`src/rtl/target_segment_recorder.sv`:
```
// Pairs qualified target_start/target_end strobes into {trunc, end_addr, start_addr} segments
// and buffers them in a show-ahead FIFO. Optional macro SEG_MIN_WIDTH_EN drops narrow segments.
module target_segment_recorder #(
   parameter int AW        = 10,
   parameter int DEPTH     = 8,
   parameter int MIN_WIDTH = 4
) (
   input  logic            clk,
   input  logic            reset,
   input  logic [AW-1:0]   addr,
   input  logic            det_valid,
   input  logic            target_start,
   input  logic            target_end,
   input  logic            frame_end,
   input  logic            clr,
   input  logic            rd_en,
   output logic [2*AW:0]   rd_data,
   output logic            empty,
   output logic            full,
   output logic [7:0]      seg_count,
   output logic            overflow,
   output logic            frame_done
);

   localparam int PW = $clog2(DEPTH) + 1;
   localparam int DW = 2*AW + 1;
   localparam logic [PW:0] DEPTH_C = (PW+1)'(DEPTH);
   localparam logic [AW:0] MIN_W   = (AW+1)'(MIN_WIDTH);
`ifdef SEG_MIN_WIDTH_EN
   localparam bit MIN_EN = 1'b1;
`else
   localparam bit MIN_EN = 1'b0;
`endif

   typedef enum logic {IDLE, OPEN} state_t;

   state_t          state, state_nxt;
   logic [PW-1:0]   wr_ptr, rd_ptr, used;
   logic [PW:0]     free;
   logic [PW-2:0]   wr_idx, wr_idx_b;
   logic [DW-1:0]   mem [DEPTH];
   logic [AW-1:0]   start_p1, last_p1, start_nxt, last_eff;
   logic            seg_vld_p0, trunc_vld_p0, keep_p0;
   logic [DW-1:0]   seg_data_p0, trunc_data_p0;
   logic            acc_seg, acc_trunc, pop, drop;
   logic [1:0]      n_acc;

   function automatic logic [AW:0] seg_width(input logic [AW-1:0] s, input logic [AW-1:0] e);
      return {1'b0, e} - {1'b0, s} + (AW+1)'(1);
   endfunction

   function automatic logic [7:0] sat_add(input logic [7:0] a, input logic [1:0] b);
      logic [8:0] s;
      s = {1'b0, a} + {7'd0, b};
      return s[8] ? 8'hFF : s[7:0];
   endfunction

   // p0: strobe decode; frame_end is applied on top of the strobe outcome of the same cycle
   assign last_eff = det_valid ? addr : last_p1;

   always_comb begin
      state_nxt     = state;
      start_nxt     = start_p1;
      seg_vld_p0    = 1'b0;
      seg_data_p0   = '0;
      trunc_vld_p0  = 1'b0;
      trunc_data_p0 = '0;
      case (state)
         IDLE: begin
            if (det_valid && target_start && target_end) begin
               seg_vld_p0  = 1'b1;
               seg_data_p0 = {1'b0, addr, addr};
            end else if (det_valid && target_start) begin
               start_nxt = addr;
               state_nxt = OPEN;
            end
         end
         OPEN: begin
            if (det_valid && target_end) begin
               seg_vld_p0  = 1'b1;
               seg_data_p0 = {1'b0, addr, start_p1};
               if (target_start) start_nxt = addr;
               else              state_nxt = IDLE;
            end else if (det_valid && target_start) begin
               start_nxt = addr;
            end
         end
      endcase
      if (frame_end) begin
         if (state_nxt == OPEN) begin
            trunc_vld_p0  = 1'b1;
            trunc_data_p0 = {1'b1, last_eff, start_nxt};
         end
         state_nxt = IDLE;
      end
   end

   // Truncated segments bypass the width filter; the filter folds away when disabled.
   assign keep_p0 = seg_vld_p0 &&
                    (!MIN_EN || (seg_width(seg_data_p0[AW-1:0], seg_data_p0[DW-2:AW]) >= MIN_W));

   assign empty = (wr_ptr == rd_ptr);
   assign full  = (wr_ptr[PW-1] != rd_ptr[PW-1]) && (wr_ptr[PW-2:0] == rd_ptr[PW-2:0]);
   assign pop   = rd_en && !empty;
   assign used  = wr_ptr - rd_ptr;
   assign free  = DEPTH_C - {1'b0, used} + (PW+1)'(pop);

   // Up to two entries per cycle (closing segment then truncated one); a pop frees a slot.
   assign acc_seg   = keep_p0 && (free != '0);
   assign acc_trunc = trunc_vld_p0 && (free > (PW+1)'(acc_seg));
   assign drop      = (keep_p0 && !acc_seg) || (trunc_vld_p0 && !acc_trunc);
   assign n_acc     = {1'b0, acc_seg} + {1'b0, acc_trunc};
   assign wr_idx    = wr_ptr[PW-2:0];
   assign wr_idx_b  = wr_idx + (PW-1)'(acc_seg);

   // p1: control registers
   always_ff @(posedge clk or negedge reset) begin
      if (!reset) begin
         state      <= IDLE;
         wr_ptr     <= '0;
         rd_ptr     <= '0;
         seg_count  <= '0;
         overflow   <= 1'b0;
         frame_done <= 1'b0;
      end else if (clr) begin
         state      <= IDLE;
         wr_ptr     <= '0;
         rd_ptr     <= '0;
         seg_count  <= '0;
         overflow   <= 1'b0;
         frame_done <= 1'b0;
      end else begin
         state      <= state_nxt;
         wr_ptr     <= wr_ptr + PW'(n_acc);
         rd_ptr     <= rd_ptr + PW'(pop);
         seg_count  <= sat_add(frame_done ? 8'd0 : seg_count, n_acc);
         overflow   <= overflow | drop;
         frame_done <= frame_end;
      end
   end

   // p1: data registers and FIFO storage
   always_ff @(posedge clk) begin
      start_p1 <= start_nxt;
      if (det_valid) last_p1 <= addr;
      if (acc_seg)   mem[wr_idx]   <= seg_data_p0;
      if (acc_trunc) mem[wr_idx_b] <= trunc_data_p0;
   end

   assign rd_data = empty ? '0 : mem[rd_ptr[PW-2:0]];

endmodule
```
`config.mk`:
```
export PLATFORM = sky130hd
export DESIGN_NAME = target_segment_recorder
export DESIGN_NICKNAME = d
export VERILOG_FILES = /design/src/rtl/target_segment_recorder.sv
export SDC_FILE = /design/constraint.sdc
export NUM_CORES = 1
export LEC_CHECK = 0
export CAP_MARGIN = 40
export CORE_ASPECT_RATIO = 0.8
export CORE_UTILIZATION = 40
export CTS_CLUSTER_DIAMETER = 120
export CTS_CLUSTER_SIZE = 16
export DETAILED_ROUTE_END_ITERATION = 8
export PLACE_DENSITY_LB_ADDON = 0.2
export SLEW_MARGIN = 20
export SYNTH_ARGS = -nofsm -noshare
export SYNTH_HDL_FRONTEND = slang
export SYNTH_SLANG_ARGS = --single-unit
```
`constraint.sdc`:
```
create_clock -name clk -period 11.6 [get_ports clk]
set_input_delay 2.32 -clock clk [delete_from_list [all_inputs] [get_ports clk]]
set_output_delay 2.32 -clock clk [all_outputs]
set_load 0.1 [all_outputs]
```
==> metrics.md, run 1 <==
| Metric | Value |
|---|---|
| Outcome | `finished clean` |
| Int Pwr | `1.53 mW` |
| Worst Hold Class | `reg2reg` |
| Final critical-path required period | `7.72 ns` |
| CP Class | `in2reg` |
| Initial antenna violation count | `0` |
| Reg2Reg Depth | `27` |
| Initial Utilization | `0.411` |
| RSZ-0062 raised after global routing | `false` |
| Simple-gate share of the synthesized area | `0.0623` |
| CP Data Required Time | `11.99 ns` |
| Worst Tran Pin Value | `around 0.87 ns` |
| Syn Inst Count | `736` |
| Final worst-path cycle share | `0.665` |
| Gate power share | `0.438` |
| Pins over their slew limit | `0` |
| First-pass GRT wire length | `approximately 40000 um` |
| Sequential share of power | `0.349` |
| Core ar. | `25600 um2` |
| Fillers | `2224` |
| Residual DRC count | `0` |
| Final setup viols | `0` |
| Switching share of total power | `0.387` |
| Crit Path Max Fanout | `14` |
| Grt ovf | `0` |
| Hold_buf cts | `0` |
| Post-synthesis sequential area ratio | `0.564` |
| Fin Clk Skew | `about 0.0081 ns` |
| Syn Nets | `772` |
| DR WL/cell | `21.6 um` |
| Input/output buffers | `50` |
| Ys async rst share | `0.0918` |
| Die W | `about 180 um` |
| Delay-heaviest family, CP | `simple AND/OR/NAND/NOR gates` |
| Area after DPL | `12100 um2` |
| Initial DRC Count | `428` |
| Clock root buffer | `clkbuf_16` |
| Cell variety after synth | `45` |
| Synth warn | `0` |
| Detail Route Antenna Nets | `0` |
| CP max stage delay | `0.96 ns` |
| Die area | `26900 um2` |
| Stages on worst setup path | `18` |
| Post-CTS setup buffer count | `0` |
| # H-tree levels | `1` |
| IO Count | `51` |
| CP startpoint kind | `primary input` |
| Crit-path cells | `clkdlybuf4s50_1 > and2_1 > o21a_1 > o21ai_1 > inv_1 > ha_1 > nor2_1 > a211oi_1 > mux2_1 > nor2_1 > ha_1 > ha_1 > inv_1 > fa_1 > nor3_1 > nand3_1 > o21a_1 > nor2_1` |
| Max VDD drop | `around 150 uV` |
| Hold Crit Depth | `2` |
| Final hold slack | `0.467 ns` |
| Fmax | `130 MHz` |
| Clk pwr share | `0.212` |
| Row Count | `52` |
| CTS Sinks | `roughly 210` |
| CTS buffer count | `16` |
| Sequential cell area | `5920 um2` |
| Layout Area Growth over Synthesis | `19.3%` |
| Routability congestion estimate | `0.815` |
| Drt total wl | `25400 um` |
| Slowest stage cell, crit path | `clkdlybuf4s50_1` |
| Synth Area in XOR/XNOR | `0.0107` |
| Largest family of logic cells by synthesized area | `multiplexers` |
| Synth Area in Adders | `0.0236` |
| Via density | `5.44` |
| Vias | `6409` |
| Post-Syn Area per Cell | `14.3 um2` |
| Post_cts resized | `0` |
| Worst slew margin | `0.402` |
| First-pass DRT Iterations | `4` |
| Final Hold Fails | `0` |
| GRT Overall Usage | `0.197` |
| Pleak | `4.43 nW` |
| Die H | `around 150 um` |
| Crit. End Element | `flip-flop` |
| Total Neg Setup Slack | `0 ns` |
| TritonCTS clock tree | `done` |
| Post-synthesis mux area share | `0.265` |
| Synth Area in Compound Gates | `0.0369` |
| Maxcap violations | `0` |
| Primary FF master, synth | `edfxtp_1` |
| Final HPWL DP | `17100 um` |
| NetSw | `0.965 mW` |
| WP data arrival | `8.11 ns` |
| Clk buf depth | `3` |
| CP Buf/Inv Count | `3` |
| Worst-path clk slew | `0.07 ns` |
| Post-synth EDFFs | `168` |
| Final instance area | `12500 um2` |
| Synthesized cell area | `around 11000 um2` |
| Ant diodes | `0` |
| Layout cells sized above 1 | `0.169` |
| Pin count of the biggest net entering global routing | `47` |
| Synth Register Bits | `roughly 210` |
| Vias in the first global route | `6832` |
| Multi-input gate area | `4280 um2` |
| Net count, final | `around 850` |
| Clock Latency Late Sink | `between 0.4 and 0.5 ns` |
| Pwr/cell area | `199 nW/um2` |
[Yosys cell counts (10+ instances only)]
cell type | n | area (um2)
a21oi_1 | 31 | 155
a22o_1 | 10 | 87.6
buf_4 | 14 | 105
clkbuf_1 | 19 | 71.3
dfrtp_1 | 19 | 475
dfxtp_1 | 20 | 400
edfxtp_1 | 168 | 5040
ha_1 | 15 | 188
inv_1 | 37 | 139
mux2i_1 | 180 | 1800
mux4_2 | 42 | 946
nand2_1 | 68 | 255
nand3_1 | 15 | 75.1
nor2_1 | 15 | 56.3
nor2b_1 | 10 | 62.6
[power by group through the flow]
stage / combinational [mW] / clock (mW) / sequential [mW]
CTS: 1.10 / 0.538 / 0.871
floorplan: 0.693 / 0 / 0.898
global route: 1.16 / 0.565 / 0.876
finish: 1.09 / 0.530 / 0.871
detailed placement: 1.10 / 0 / 0.887
global placement: 0.918 / 0 / 0.887
[through the flow]
stage	std cells	total power [mW]	worst slack, ns	util
6_report	1179	2.49	3.88	0.490
5_1_grt	1179	2.60	3.37	0.490
4_1_cts	1178	2.51	3.95	0.490
3_5_place_dp	1150	1.98	3.44	0.472
3_3_place_gp	1111	1.80	3.70	0.447
2_1_floorplan	736	1.59	5.09	-
[worst reg2reg max path, cell delays in order (launching register included)]
cell      delay, ns
dfrtp_1        0.33
buf_4          0.35
inv_1          0.34
buf_8          0.25
ha_1           0.35
nand3_1        0.16
o21ai_0        0.27
ha_1           0.21
inv_1          0.04
ha_1           0.21
or2_2          0.31
a21oi_1        0.15
mux2i_1        0.12
o21ai_1        0.62
inv_1          0.20
ha_1           0.33
nor2_1         0.06
a211oi_1       0.19
mux2_1         0.63
nor2_1         0.12
ha_1           0.34
ha_1           0.18
inv_1          0.06
fa_1           0.42
nor3_1         0.41
nand3_1        0.30
o21a_1         0.19
nor2_1         0.08
[path summary, 6_finish.rpt]
check                      slack, ns      endpoint       start
max                             3.88  seg_count[5]   det_valid
min                             0.47    last_p1[5]  last_p1[5]
max reg2reg                     4.30  seg_count[5]   rd_ptr[2]
min reg2reg                     0.47    last_p1[5]  last_p1[5]
max in group asynchronous       9.06     rd_ptr[1]       reset
min in group asynchronous       2.13    frame_done       reset
[per-layer routing]
| layer | vias up | track usage | wire length [um] |
|---|---|---|---|
| li1 | 2933 | - | - |
| met1 | 3345 | 0.285 | 12200 |
| met2 | 103 | 0.324 | 12100 |
| met3 | 28 | 0.0231 | 783 |
| met4 | 0 | 0.0329 | 332 |
| met5 | - | 0 | 0 |
[cell type report]
cell class                      instances  share of cell area
Clock buffer                           28              0.0372
Inverter                               37              0.0111
Multi-Input combinational cell        448               0.342
Sequential cell                       207               0.473
Tap cell                              351              0.0350
Timing Repair Buffer                  108               0.102
[cell usage in the layout, fill, tap and decap left out, types with 4 or more instances in the layout]
master,instances
mux4_2,42
o21bai_2,4
buf_4,18
a21oi_1,31
nand2b_1,7
xnor2_1,7
clkbuf_16,17
dfxtp_1,20
buf_16,4
nand3_1,15
nor4_4,7
inv_1,37
clkdlybuf4s50_1,50
ha_1,15
nand2_1,68
mux2i_1,180
xor2_1,4
a22o_1,10
buf_8,34
edfxtp_1,168
clkbuf_1,11
nor2b_1,10
nor2_1,14
dfrtp_1,17
[logic make-up after synthesis]
kind of cell / count (synthesis)
AOI/OAI and AO/OA: 60
DFF: 207
and+or+nand+nor: 133
muxes: 225
buffers and inverters: 81
adders and majority gates: 18
xor gates and xnor gates: 12
[state kept, by name (all words and copies together), names as in the netlist]
signal	count
state	1
overflow	1
mem	168
frame_done	1
wr_ptr	4
start_p1	10
last_p1	10
seg_count	8
rd_ptr	4
Note: power is estimated with default switching activity, not from simulation.
==> inputs of run 2 (changes only) <==
==> constraint.sdc (replaced) <==
create_clock -name clk -period 6.85 [get_ports clk]
set_input_delay 1.37 -clock clk [delete_from_list [all_inputs] [get_ports clk]]
set_output_delay 1.37 -clock clk [all_outputs]
set_load 0.1 [all_outputs]
==> metrics.md, run 2 (synthesized netlist as in run 1, its figures left out) <==
| Metric | Value |
|---|---|
| CP Buf/Inv Count | `5` |
| First-pass DRT Iterations | `5` |
| CTS buffer count | `16` |
| Commonest non-fill, non-tap cell in the layout | `mux2i_1` |
| Die area | `26900 um2` |
| Maxcap violations | `0` |
| CP Class | `reg2reg` |
| Post_cts resized | `0` |
| Crit Path Max Fanout | `9` |
| Pleak | `between 4 and 5 nW` |
| Routability congestion estimate | `around 0.82` |
| CTS Sinks | `slightly above 200` |
| Final critical-path required period | `5.88 ns` |
| Final hold slack | `0.544 ns` |
| Final Hold Fails | `0` |
| Fmax | `170 MHz` |
| Clk pwr share | `0.208` |
| Global Route met2 Usage | `0.351` |
| Ant diodes | `0` |
| Layout Area Growth over Synthesis | `18.8%` |
| IO Count | `between 50 and 60` |
| Met1 usage | `0.295` |
| First element of the critical path | `wr_ptr[0]` |
| Registers with the most flip-flops | `mem x168, last_p1 x10, start_p1 x10` |
| Hold_buf cts | `0` |
| Vias | `6502` |
| Initial antenna violation count | `0` |
| Clock root buffer | `clkbuf_16` |
| Worst Hold Class | `reg2reg` |
| Residual DRC count | `0` |
| Core ar. | `25600 um2` |
| First-pass GRT wire length | `41500 um` |
| Sequential share of power | `0.351` |
| Initial Utilization | `0.411` |
| WP data arrival | `6.27 ns` |
| Layout cells sized above 1 | `0.178` |
| Final HPWL DP | `16100 um` |
| CP startpoint kind | `flip-flop` |
| Fillers | `2201` |
| Total Neg Setup Slack | `0 ns` |
| Row Count | `52` |
| NetSw | `1.65 mW` |
| Largest Register | `mem` |
| Max VDD drop | `331 uV` |
| Global route hottest layer | `met2` |
| Via density | `5.50` |
| Drt total wl | `27300 um` |
| Int Pwr | `2.54 mW` |
| Hold Crit Start | `overflow` |
| Die W | `between 150 and 200 um` |
| # H-tree levels | `1` |
| Vias in the first global route | `~6800` |
| Initial DRC Count | `390` |
| Final setup viols | `0` |
| Worst r2r src | `wr_ptr[0]` |
| Gate power share | `0.441` |
| Clock Latency Late Sink | `between 0.4 and 0.5 ns` |
| Most frequent cells in the layout | `mux2i_1 (180), edfxtp_1 (168), nand2_1 (68), clkdlybuf4s50_1 (49), mux4_2 (42)` |
| Grt ovf | `0` |
| DR WL/cell | `between 20 and 25 um` |
| Outcome | `finished clean` |
| Post-CTS setup buffer count | `0` |
| Net count, final | `861` |
| Switching share of total power | `0.394` |
| Final core occ | `0.488` |
| Worst Tran Pin Value | `about 0.82 ns` |
| GRT met3 Usage | `0.0238` |
| Pin count of the biggest net entering global routing | `46` |
| CP max stage delay | `0.54 ns` |
| Crit-path most repeated cell | `ha_1` |
| Worst slew margin | `0.450` |
| Pwr/cell area | `336 nW/um2` |
| Pins over their slew limit | `0` |
| GRT Overall Usage | `0.208` |
| Delay-heaviest family, CP | `adder cells` |
| Crit. End Element | `flip-flop` |
| Slowest stage cell, crit path | `dfrtp_1` |
| Fin Clk Skew | `0.0220 ns` |
| Input/output buffers | `50` |
| Clk buf depth | `3` |
| RSZ-0062 raised after global routing | `false` |
| Max reg flops | `between 150 and 200` |
| CP Data Required Time | `7.24 ns` |
| Die H | `147 um` |
| Final worst-path cycle share | `0.859` |
| Detail Route Antenna Nets | `0` |
| TritonCTS clock tree | `done` |
| Worst-path clk slew | `0.08 ns` |
[run 2: worst paths after layout]
kind                       cells past startpoint  slack, ns      endpoint
max reg2reg                                   25       0.97  seg_count[5]
min in group asynchronous                      1       1.24      overflow
min reg2reg                                    1       0.54      overflow
min                                            1       0.54      overflow
max in group asynchronous                      2       5.13     wr_ptr[2]
max                                           25       0.97  seg_count[5]
[run 2: power groups by stage]
stage	sequential [mW]	combinational (mW)	clock, mW
after floorplan	1.52	1.17	0
after detailed placement	1.50	1.86	0
after global routing	1.48	1.95	0.935
after global placement	1.50	1.60	0
final	1.47	1.85	0.872
after CTS	1.47	1.86	0.888
[run 2: area by class of cell]
cell class / count / area (um2) / share of cell area
Clock buffer: 24 / 430 / 0.0345
Clock inverter: 1 / 16.3 / 0.00130
Inverter: 37 / 139 / 0.0111
Multi-Input combinational cell: 448 / 4270 / 0.342
Sequential cell: 207 / 5920 / 0.475
Tap cell: 351 / 439 / 0.0352
Timing Repair Buffer: 115 / 1260 / 0.101
[run 2: routing by layer]
metal,wire length [um],part of all wire
met1,12500,0.46
met3,1140,0.042
met5,0,0
met2,13300,0.49
met4,344,0.013
[run 2: per-stage QoR]
step / power (mW) / instances / setup slack [ns] / instance area (um2)
floorplan: 2.69 / 736 / 1.12 / 10500
global placement: 3.09 / 1122 / 0.772 / 11500
detailed placement: 3.36 / 1158 / 0.604 / 12000
CTS: 4.22 / 1183 / 1.05 / 12500
global route: 4.37 / 1183 / 0.447 / 12500
finish: 4.20 / 1183 / 0.968 / 12500
